**src/rtl/oflow_fsm_write.sv**
```systemverilog
// Write-side sequencer for the optical-flow history-frame buffer; owns per-slot end_pointers.
// Optional overflow_err output enabled by OFLOW_FSM_WRITE_OVERFLOW_EN.
`ifndef OFFSET_WIDTH
`define OFFSET_WIDTH 4
`endif
`ifndef ADDR_WIDTH
`define ADDR_WIDTH 8
`endif
`ifndef TOTAL_FRAME_NUM_WIDTH
`define TOTAL_FRAME_NUM_WIDTH 8
`endif
`ifndef NUM_OF_HISTORY_FRAMES_WIDTH
`define NUM_OF_HISTORY_FRAMES_WIDTH 3
`endif

module oflow_fsm_write_ep #(
  parameter int W = 8
) (
  input  logic         clk,
  input  logic         reset_N,
  input  logic         clr,
  input  logic         ld,
  input  logic [W-1:0] d,
  output logic [W-1:0] q
);
  always_ff @(posedge clk or negedge reset_N)
    if (!reset_N)  q <= '0;
    else if (clr)  q <= '0;
    else if (ld)   q <= d;
endmodule

module oflow_fsm_write #(
  parameter int MAX_HISTORY = 5,
  parameter int MAX_LINES   = 2**`OFFSET_WIDTH
) (
  input  logic                                     clk,
  input  logic                                     reset_N,
  input  logic [`TOTAL_FRAME_NUM_WIDTH-1:0]        frame_num,
  input  logic [`NUM_OF_HISTORY_FRAMES_WIDTH-1:0]  num_of_history_frames,
  input  logic                                     start_write,
  input  logic                                     valid_in,
  input  logic                                     last_in,
  output logic                                     ready,
  output logic                                     we,
  output logic [`TOTAL_FRAME_NUM_WIDTH-1:0]        frame_to_write,
  output logic [`OFFSET_WIDTH-1:0]                 offset_0,
  output logic [`OFFSET_WIDTH-1:0]                 offset_1,
  output logic [MAX_HISTORY-1:0][`ADDR_WIDTH-1:0]  end_pointers,
`ifdef OFLOW_FSM_WRITE_OVERFLOW_EN
  output logic                                     overflow_err,
`endif
  output logic                                     done_write
);
  localparam int OW = `OFFSET_WIDTH;
  localparam int AW = `ADDR_WIDTH;
  localparam int FW = `TOTAL_FRAME_NUM_WIDTH;
  localparam int HW = `NUM_OF_HISTORY_FRAMES_WIDTH;
  localparam int SW = (MAX_HISTORY > 1) ? $clog2(MAX_HISTORY) : 1;

  localparam logic [1:0] IDLE_ST  = 2'd0;
  localparam logic [1:0] CLEAR_ST = 2'd1;
  localparam logic [1:0] WRITE_ST = 2'd2;
  localparam logic [1:0] DONE_ST  = 2'd3;

  logic [1:0]    state;
  logic [OW-1:0] counter_offset;
  logic [SW-1:0] slot;
  logic [HW-1:0] n_eff;
  logic          handshake, at_max, commit;
  logic [OW:0]   cnt_inc;
  logic [AW-1:0] commit_val;

  always_comb begin
    n_eff = num_of_history_frames;
    if (num_of_history_frames == '0)                   n_eff = HW'(1);
    else if (int'(num_of_history_frames) > MAX_HISTORY) n_eff = HW'(MAX_HISTORY);
  end

  assign ready      = (state == WRITE_ST);
  assign handshake  = valid_in && ready;
  assign we         = handshake;
  assign done_write = (state == DONE_ST);
  assign offset_0   = counter_offset;
  assign offset_1   = '0;
  assign at_max     = (counter_offset == OW'(MAX_LINES - 1));
  assign commit     = handshake && (last_in || at_max);
  // One extra bit so a full slot commits MAX_LINES rather than wrapping to 0.
  assign cnt_inc    = {1'b0, counter_offset} + {{OW{1'b0}}, 1'b1};
  assign commit_val = AW'(cnt_inc);

  always_ff @(posedge clk or negedge reset_N) begin
    if (!reset_N) begin
      state          <= IDLE_ST;
      counter_offset <= '0;
      slot           <= '0;
      frame_to_write <= '0;
    end else begin
      case (state)
        IDLE_ST: if (start_write) begin
          frame_to_write <= frame_num;
          slot           <= SW'(frame_num % FW'(n_eff));
          state          <= CLEAR_ST;
        end
        CLEAR_ST: begin
          counter_offset <= '0;
          state          <= WRITE_ST;
        end
        WRITE_ST: if (handshake) begin
          counter_offset <= counter_offset + 1'b1;
          if (commit) state <= DONE_ST;
        end
        default: state <= IDLE_ST;
      endcase
    end
  end

  for (genvar i = 0; i < MAX_HISTORY; i++) begin : g_slot
    oflow_fsm_write_ep #(.W(AW)) u_ep (
      .clk     (clk),
      .reset_N (reset_N),
      .clr     ((state == CLEAR_ST) && (slot == SW'(i))),
      .ld      (commit && (slot == SW'(i))),
      .d       (commit_val),
      .q       (end_pointers[i])
    );
  end

`ifdef OFLOW_FSM_WRITE_OVERFLOW_EN
  always_ff @(posedge clk or negedge reset_N) begin
    if (!reset_N)                                  overflow_err <= 1'b0;
    else if (state == IDLE_ST && start_write)      overflow_err <= 1'b0;
    else if (commit && !last_in)                   overflow_err <= 1'b1;
    else if (state == DONE_ST && valid_in)         overflow_err <= 1'b1;
  end
`endif
endmodule

```
**config.mk**
```make
export PLATFORM = sky130hd
export DESIGN_NAME = oflow_fsm_write
export DESIGN_NICKNAME = d
export VERILOG_FILES = /design/src/rtl/oflow_fsm_write.sv
export SDC_FILE = /design/constraint.sdc
export NUM_CORES = 1
export LEC_CHECK = 0
export CORE_UTILIZATION = 51
export CTS_CLUSTER_DIAMETER = 40
export DETAILED_ROUTE_END_ITERATION = 8
export PLACE_DENSITY = 0.81
export SLEW_MARGIN = 10
export SYNTH_ARGS = -nofsm -noshare
export SYNTH_HDL_FRONTEND = slang
export SYNTH_SLANG_ARGS = --single-unit
```
**constraint.sdc**
```tcl
create_clock -name clk -period 2.9 [get_ports clk]
set_input_delay 0.29 -clock clk [delete_from_list [all_inputs] [get_ports clk]]
set_output_delay 0.29 -clock clk [all_outputs]
set_load 0.02 [all_outputs]
```
Yosys cells after proc, flatten, opt, wreduce, memory -nomap -nowiden

Cells that the tools add are included.

Muxes and demuxes: 18
$lt $le $gt $ge: 1
Eq/ne operators: 11
$add $sub $neg: 2
Divide/modulo/power cells: 1
Reductions and logical operators: 25

Operators with widths:

| kind                | number |
|---|---|
| $mux 8              | 10 |
| $logic_and 1x1->1   | 12 |
| $reduce_bool 2->1   | 6 |
| $mod 8x3->8         | 1 |
| $pmux 4 s2          | 1 |
| $eq 3x2->1 const B  | 2 |
| $logic_not 3->1     | 2 |
| $mux 2              | 3 |
| $mux 3              | 2 |
| $pmux 2 s3          | 1 |
| $add 4x1->5 const B | 1 |
| $add 4x1->4 const B | 1 |
| $eq 2x2->1 const B  | 2 |
| $eq 4x4->1 const B  | 1 |
| $mux 4              | 1 |
| $ne 2x1->1 const B  | 2 |
| $reduce_and 2->1    | 2 |
| $eq 3x1->1 const B  | 1 |
| $eq 3x3->1 const B  | 1 |
| $gt 3x3->1 const B  | 1 |
| $reduce_and 3->1    | 1 |
| $eq 2x1->1 const B  | 1 |
| $logic_not 2->1     | 1 |
| $ne 2x2->1 const B  | 1 |
| $logic_or 1x1->1    | 1 |

Output and inout port bits: 59
Word-level logic and storage cells: 67
Register bits: 57

Logic depth before layout (Yosys ltp)

Gate-level depths: netlist (run 1).

Depth after elaboration: 6
Depth in mapped cells: 49
Depth with buffers taken out: 48

Hierarchy

From an unflattened synthesis (run 1), not the netlist that was laid out.

Cell total of the unflattened synthesis: 374
Area, all modules: 3,754.9 sq um

By module, submodules not included:

| module             | times used | area each (sq um) | seq. area each (sq um) | cells an instance |
|---|---|---|---|---|
| oflow_fsm_write    | 1          | 2,128.3           | 425.4                  | 244 |
| oflow_fsm_write_ep | 5          | 325.3             | 200.2                  | 26 |

Worst setup path after synthesis (run 1)

Ideal clock, no wire load.

Path kind: input -> register
Start point: input num_of_history_frames[2]
End point: register slot[1]
Slack: -7,247 ps
Data required time: 2,781 ps
Stages on the path: 46
Data arrival time: 10,028 ps
Cell sequence: clkbuf_1 -> inv_1 -> nand2_1 -> ha_1 -> or2_2 -> a311oi_1 -> ha_1 -> a21o_1 -> a211oi_1 -> a21oi_1 -> ha_1 -> o21a_1 -> o21ai_0 -> nand2b_1 -> nor3_1 -> nor2_1 -> ha_1 -> nand2_1 -> [10 not listed] -> xor2_1 -> inv_1 -> ha_1 -> o21a_1 -> o21a_1 -> nor2_1 -> o21ai_0 -> mux2_4 -> or4_4 -> nor2_1 -> mux2i_1 -> ha_1 -> a21oi_1 -> nor2b_1 -> a2111oi_1 -> a21boi_0 -> a221oi_1 -> a21bo_1

Cells in the longest elaborated chain, start to end: 4
Elaborated cells between the ends (all ways): 5

Ends and longest elaborated chain:

| what                 | RTL line | source |
|---|---|---|
| from (decl)          | 39       | `` input logic [`NUM_OF_HISTORY_FRAMES_WIDTH-1:0] num_of_history_frames, `` |
| $gt 3x3->1           | 76       | `else if (int'(num_of_history_frames) > MAX_HISTORY) n_eff = HW'(MAX_HISTORY);` |
| $mux 3               | 76       |  |
| $mux 3 *             | 75       | `if (num_of_history_frames == '0) n_eff = HW'(1);` |
| $mod 8x3->8 *        | 101      | `slot <= SW'(frame_num % FW'(n_eff));` |
| to (signal assigned) | 101      |  |
| to (decl)            | 67       | `logic [SW-1:0] slot;` |

Every way passes the cells marked *; elsewhere a longest branch is shown, timed or not.
A chain may end at the register's enable or synchronous reset.

Worst setup path after layout (run 1)

Start point: input num_of_history_frames[2]
End point: register slot[2]

Same word-level chain as after synthesis.

==> results of run 1 <==
[final timing paths]
check	start	endpoint	slack [ns]	depth (start not counted)
setup reg to reg	offset_0[0]	g_slot[3].u_ep.q[3]	0.56	6
max in group asynchronous	reset_N	frame_to_write[1]	2.21	1
setup / recovery	num_of_history_frames[2]	slot[2]	-6.54	49
hold / removal	reset_N	slot[0]	0.11	1
min in group clk	frame_num[7]	frame_to_write[7]	0.42	3
hold reg to reg	g_slot[2].u_ep.q[2]	g_slot[2].u_ep.q[2]	0.51	1
[critical path, delay by kind of cell]
kind,cells,cell delay (ns)
adders and majority gates,7,1.86
buffers and inverters,7,0.81
muxes,2,0.63
AOI/OAI and AO/OA,19,3.58
and+or+nand+nor,13,2.17
xor gates and xnor gates,1,0.24
[cell usage in the layout (no fill, tap or decap), types with 8 or more instances in the layout]
cell type	n
clkdlybuf4s50_1	49
ha_4	11
inv_1	8
nand2b_1	9
buf_4	111
mux2_2	33
ha_1	12
conb_1	19
o21ai_0	11
a21oi_1	8
dfrtp_1	42
nand2_1	20
nor2_1	17
[layer usage]
layer | GRT usage, % | wire [um]
met5 | 0 | 0
met4 | 29.3 | 1320
met3 | 6.15 | 1070
met2 | 62.8 | 6870
met1 | 37.8 | 4910
[power by group]
| part | switching [mW] | internal [mW] | total [mW] | leakage [nW] |
|---|---|---|---|---|
| combinational | 2.62 | 2.54 | 5.16 | 1.76 |
| clock | 0.213 | 0.257 | 0.470 | 0.0514 |
| sequential | 0.209 | 0.817 | 1.03 | 0.543 |
[what timing repair did]
item | CTS | global route
endpoints found under the setup margin | 3 | 3
pin swaps | 45 | 33
resized for setup | 57 | 33
buffers inserted | 25 | 10
[logic make-up (layout without fill, tap and decap cells)]
group / count (synthesis) / after routing / synth area share, %
compound gates: 80 / 80 / 17.0
xor+xnor: 16 / 16 / 4.27
fa+ha+maj: 24 / 24 / 9.39
buf+inv: 41 / 191 / 6.87
flops: 42 / 42 / 32.0
mux: 37 / 37 / 12.7
other cells: 1 / 19 / 0.114
simple gates: 108 / 108 / 17.6
[state kept, by name, summed over array words and instances, names as in the netlist]
name	flops
offset_0	4
g_slot.u_ep.q	25
slot	3
state	2
frame_to_write	8
[cell type report]
| type | count | area (um2) |
|---|---|---|
| Multi-Input combinational cell | 284 | 2550 |
| Timing Repair Buffer | 171 | 1450 |
| Sequential cell | 42 | 1050 |
| Fill cell | 267 | 756 |
| Tap cell | 75 | 93.8 |
| Clock buffer | 6 | 72.6 |
| Inverter | 12 | 52.6 |
| Clock inverter | 2 | 37.5 |
[metrics by stage]
step / hold slack [ns] / TNS [ns] / total power, mW / cells
final: 0.113 / -19.51 / 6.66 / 592
after global routing: 0.194 / -20.14 / 6.95 / 592
after CTS: 0.146 / -17.73 / 5.79 / 584
after detailed placement: 0.467 / -21.08 / 4.83 / 551
after global placement: 0.452 / -19.92 / 4.64 / 551
after floorplan: -0.00559 / -18.65 / 3.23 / 367
==> metrics, run 1 <==
Critical Path RT 3.10 ns; Startpoint Class input port; port bufs 55; vias per cell 6.46; hold bufs inserted after CTS 0; outcome finished with violations; CP endpoint kind flip-flop; Placed Area 4580 um2; Synth cell types 63; floorplan core area 6060 um2; Post-Syn Area per Cell 9.40 um2; Iter 0 DRT Violations 343; CTS tree done; Max Clock Freq 106 MHz; Pwr Density 1260 nW/um2; Synth Warn # 0; number of clock sinks 42; antenna fix cells 0; Post-Syn Instances 349; final hold violations 0; skew final 0.0111 ns; clk_lat worst skew 0.30 ns; violated checks setup timing; Yosys top cell area share 32.0%; final core occ 87.5%; clock buffer depth 2; pre-CTS WS -7.05 ns; Final WS setup -6.54 ns; synthesized flop and latch total 42; Final ANT Viol Nets 0; post-synthesis sequential area ratio 32.0%; Slew Limit Fails 0; share of cells above drive strength 1 45.5%; via count 3,822; row count 28; RSZ-0062 raised after global routing true; Yosys top cell by area dfrtp_1; CTS Buf Count 5; H-Tree Depth 2; Worst-Margin Slew 0.909 ns; critical path arrival 9.64 ns; Die X 82.2 um; final setup fails 3; WL per Instance 23.9 um; clk slew on worst S/H paths 0.09 ns; most frequent cell after synthesis dfrtp_1; drt pass-1 iters 5; Crit Path Category input port to flip-flop; HP Class input port to asynchronous set/reset pin; CTS Root Cell clkbuf_8; DRC violations left 0; crit-path max FO 5; Cell Area, Synth 3280 um2; die area 6760 um2; initial antenna violation count 0; CP dominant cell by count ha_4; largest net degree at the start of global routing 43; Critical Path Max Stage Delay 0.51 ns; final worst path period need 9.44 ns; max_cap viols 0; num ports 75; leak pwr 2.36 nW; gr usage total 35.9%; vias in the first global route 3,679; area delta synth->final 61.8%; Post-synth ARST share 100%; share of the clock period used by the worst path 326%; Die Span Y 82.2 um; VDD IR-drop max 0.00103 V; Placer Congestion 0.920; drt total wl 14,200 um; Starting Density 54.1%; commonest cells in the synthesized netlist dfrtp_1, mux2_2, nand2_1; worst relative slew slack 39.4%; first-pass GRT wire length 18,100 um; Critical Path Slowest Stage Cell or4_4; fin nets 556; grt total ovfl 0; largest cells by area after synthesis dfrtp_1, mux2_2, ha_1; top_reg_cell synth dfrtp_1; EDFF count, synth 0; post-DP HPWL 7190 um; final instance area 5310 um2
Power figures use the tool's default switching activity.
==> run 2, diff against run 1 <==
- GPL_TIMING_DRIVEN: default -> 0
- clock period: 2.9 -> 10 ns (I/O delays scaled with it)
==> run 2 against run 1 <==
  * The run still ends with setup timing left
  * Register-to-register slack improved by 6.9 ns
  * Global-route usage fell by 11 points
  * Clock-buffer cell count fell by 1
  * Clock power fell by 77%
  * Critical path depth fell by 4
  * Sequential power fell by 72%
  * Worst hold slack improved by 0.38 ns
  * Design area fell by 8.3%
  * Power fell by 77%
  * First-iteration DRC count fell by 69%
  * Non-clock buffer count fell by 47
  * Largest cell class unchanged
  * Largest power group unchanged
  * Highest routed layer unchanged
==> metrics, run 2 (synthesized netlist as in run 1, its figures left out) <==
hold path startpoint frame_to_write[1]; Placer Congestion 0.938 (+2.0%); CP endpoint kind flip-flop; H-Tree Depth 2 (unchanged); Critical Path Max Stage Delay 0.56 ns (+0.05 ns); Die X 82.2 um (unchanged); Slew Limit Fails 0 (unchanged); post-DP HPWL 5950 um (-17%); WL per Instance 18.1 um (-24%); crit-path max FO 5 (unchanged); share of the clock period used by the worst path 100%; Die Span Y 82.2 um (unchanged); violated checks setup timing; vias in the first global route 2,854 (-22%); number of clock sinks 42 (unchanged); CTS Root Cell clkbuf_8; register with the most flip-flops g_slot.u_ep.q; Critical Path Start num_of_history_frames[1]; first-pass GRT wire length 13,100 um (-28%); clk_lat worst skew 0.30 ns (about the same); Iter 0 DRT Violations 106 (-69%); Starting Density 54.1% (unchanged); final hold violations 0 (unchanged); Power, Total 1.55 mW (-77%); Max Clock Freq 99.7 MHz; Placed Instances 497 (-9.8%); area delta synth->final 48.3%; floorplan core area 6060 um2 (unchanged); share of cells above drive strength 1 37.4% (-8.0 points); CTS tree done; clock buffer depth 2 (unchanged); max reg flops 25 (unchanged); final worst path period need 10.03 ns; worst relative slew slack 26.5% (-13 points); commonest non-fill, non-tap cell in the layout buf_4; max_cap viols 0 (unchanged); die area 6760 um2 (unchanged); reg2reg start state[1]; drt total wl 9880 um (-30%); Worst-Margin Slew 1.09 ns (+0.183 ns); leak pwr 2.11 nW (-10%); gr usage total 25.2% (-11 points); num ports 75 (unchanged); vias per cell 5.92 (-8.3%); skew final 0.00715 ns (-0.00394 ns); drt pass-1 iters 4 (-1); Critical Path Slowest Stage Cell or4_4; pre-CTS WS -1.48 ns (+5.57 ns); clk slew on worst S/H paths 0.08 ns (about the same); grt total ovfl 0 (unchanged); outcome finished with violations; Pwr Density 319 nW/um2 (-75%); via count 3,226 (-16%); largest net degree at the start of global routing 30 (-30%); row count 28 (unchanged); initial antenna violation count 0 (unchanged); critical path arrival 10.22 ns (+0.58 ns); RSZ-0062 raised after global routing true; most frequent cells in the layout buf_4, clkdlybuf4s50_1, dfrtp_1, mux2_2, nand2_1; antenna fix cells 0 (unchanged); Critical Path RT 10.19 ns (+7.09 ns); Final WS setup -0.0314 ns (+6.51 ns); CP dominant cell by count ha_4; Final Non-Filler Cells 545 (-7.9%); Fin Hold WS 0.489 ns (+0.376 ns); final setup fails 1 (-2); Final ANT Viol Nets 0 (unchanged); VDD IR-drop max 0.000270 V (-74%); Crit Path Category input port to flip-flop; DRC violations left 0 (unchanged); hold bufs inserted after CTS 0 (unchanged); port bufs 53 (-3.6%); HP Class flip-flop to flip-flop; CTS Buf Count 5 (unchanged); fin nets 509 (-8.5%); Startpoint Class input port
run 2: critical path, delay by kind of cell:
family / cells / cell delay [ns]
fa+ha+maj: 7 / 1.97
xor+xnor: 2 / 0.46
buf+inv: 3 / 0.38
simple gates: 14 / 2.91
mux: 2 / 0.62
compound gates: 17 / 2.84
run 2: per-stage QoR:
stage / cell area, um2 / util (%) / TNS, ns
3_5_place_dp: 4130 / 68.1 / -4.35
5_1_grt: 4860 / 80.3 / -0.727
6_report: 4860 / 80.3 / -0.0314
2_1_floorplan: 3480 / - / 0
3_3_place_gp: 4100 / 67.7 / -3.74
4_1_cts: 4460 / 73.5 / 0
run 2: repair_timing:
action | in CTS | in global routing
pin swaps | 18 | 50
resized for setup | 28 | 51
setup buffers | 19 | 22
setup endpoints to repair | 3 | 3
run 2: final cells by class:
type	count	area, um2
inverter	12	65.1
sequential	42	1050
tap	75	93.8
multi-input combinational	284	2500
buffer	29	198
clock buffer	5	68.8
fill	345	1200
clock inverter	3	21.3
timing repair buffer	95	862
run 2: worst paths after layout:
| check | end | slack [ns] | cells past startpoint |
|---|---|---|---|
| worst max-delay path | slot[0] | -0.03 | 45 |
| worst max register to register | g_slot[0].u_ep.q[1] | 7.48 | 6 |
| min in group asynchronous | offset_0[2] | 0.59 | 1 |
| worst min-delay path | frame_to_write[1] | 0.49 | 2 |
| worst min register to register | frame_to_write[1] | 0.49 | 2 |
| max in group asynchronous | slot[0] | 8.95 | 2 |
run 2: layer usage:
metal	global-route usage, %	up-vias	wire length [um]
met4	9.30	0	541
li1	-	1468	-
met2	45.5	167	5000
met3	3.19	52	596
met1	30.4	1539	3740
met5	0	-	0
run 2: power by group:
group	switching (mW)	internal [mW]	total, mW
Combinational	0.601	0.557	1.16
Sequential	0.0493	0.237	0.286
Clock	0.0610	0.0490	0.110
Total	0.711	0.842	1.55
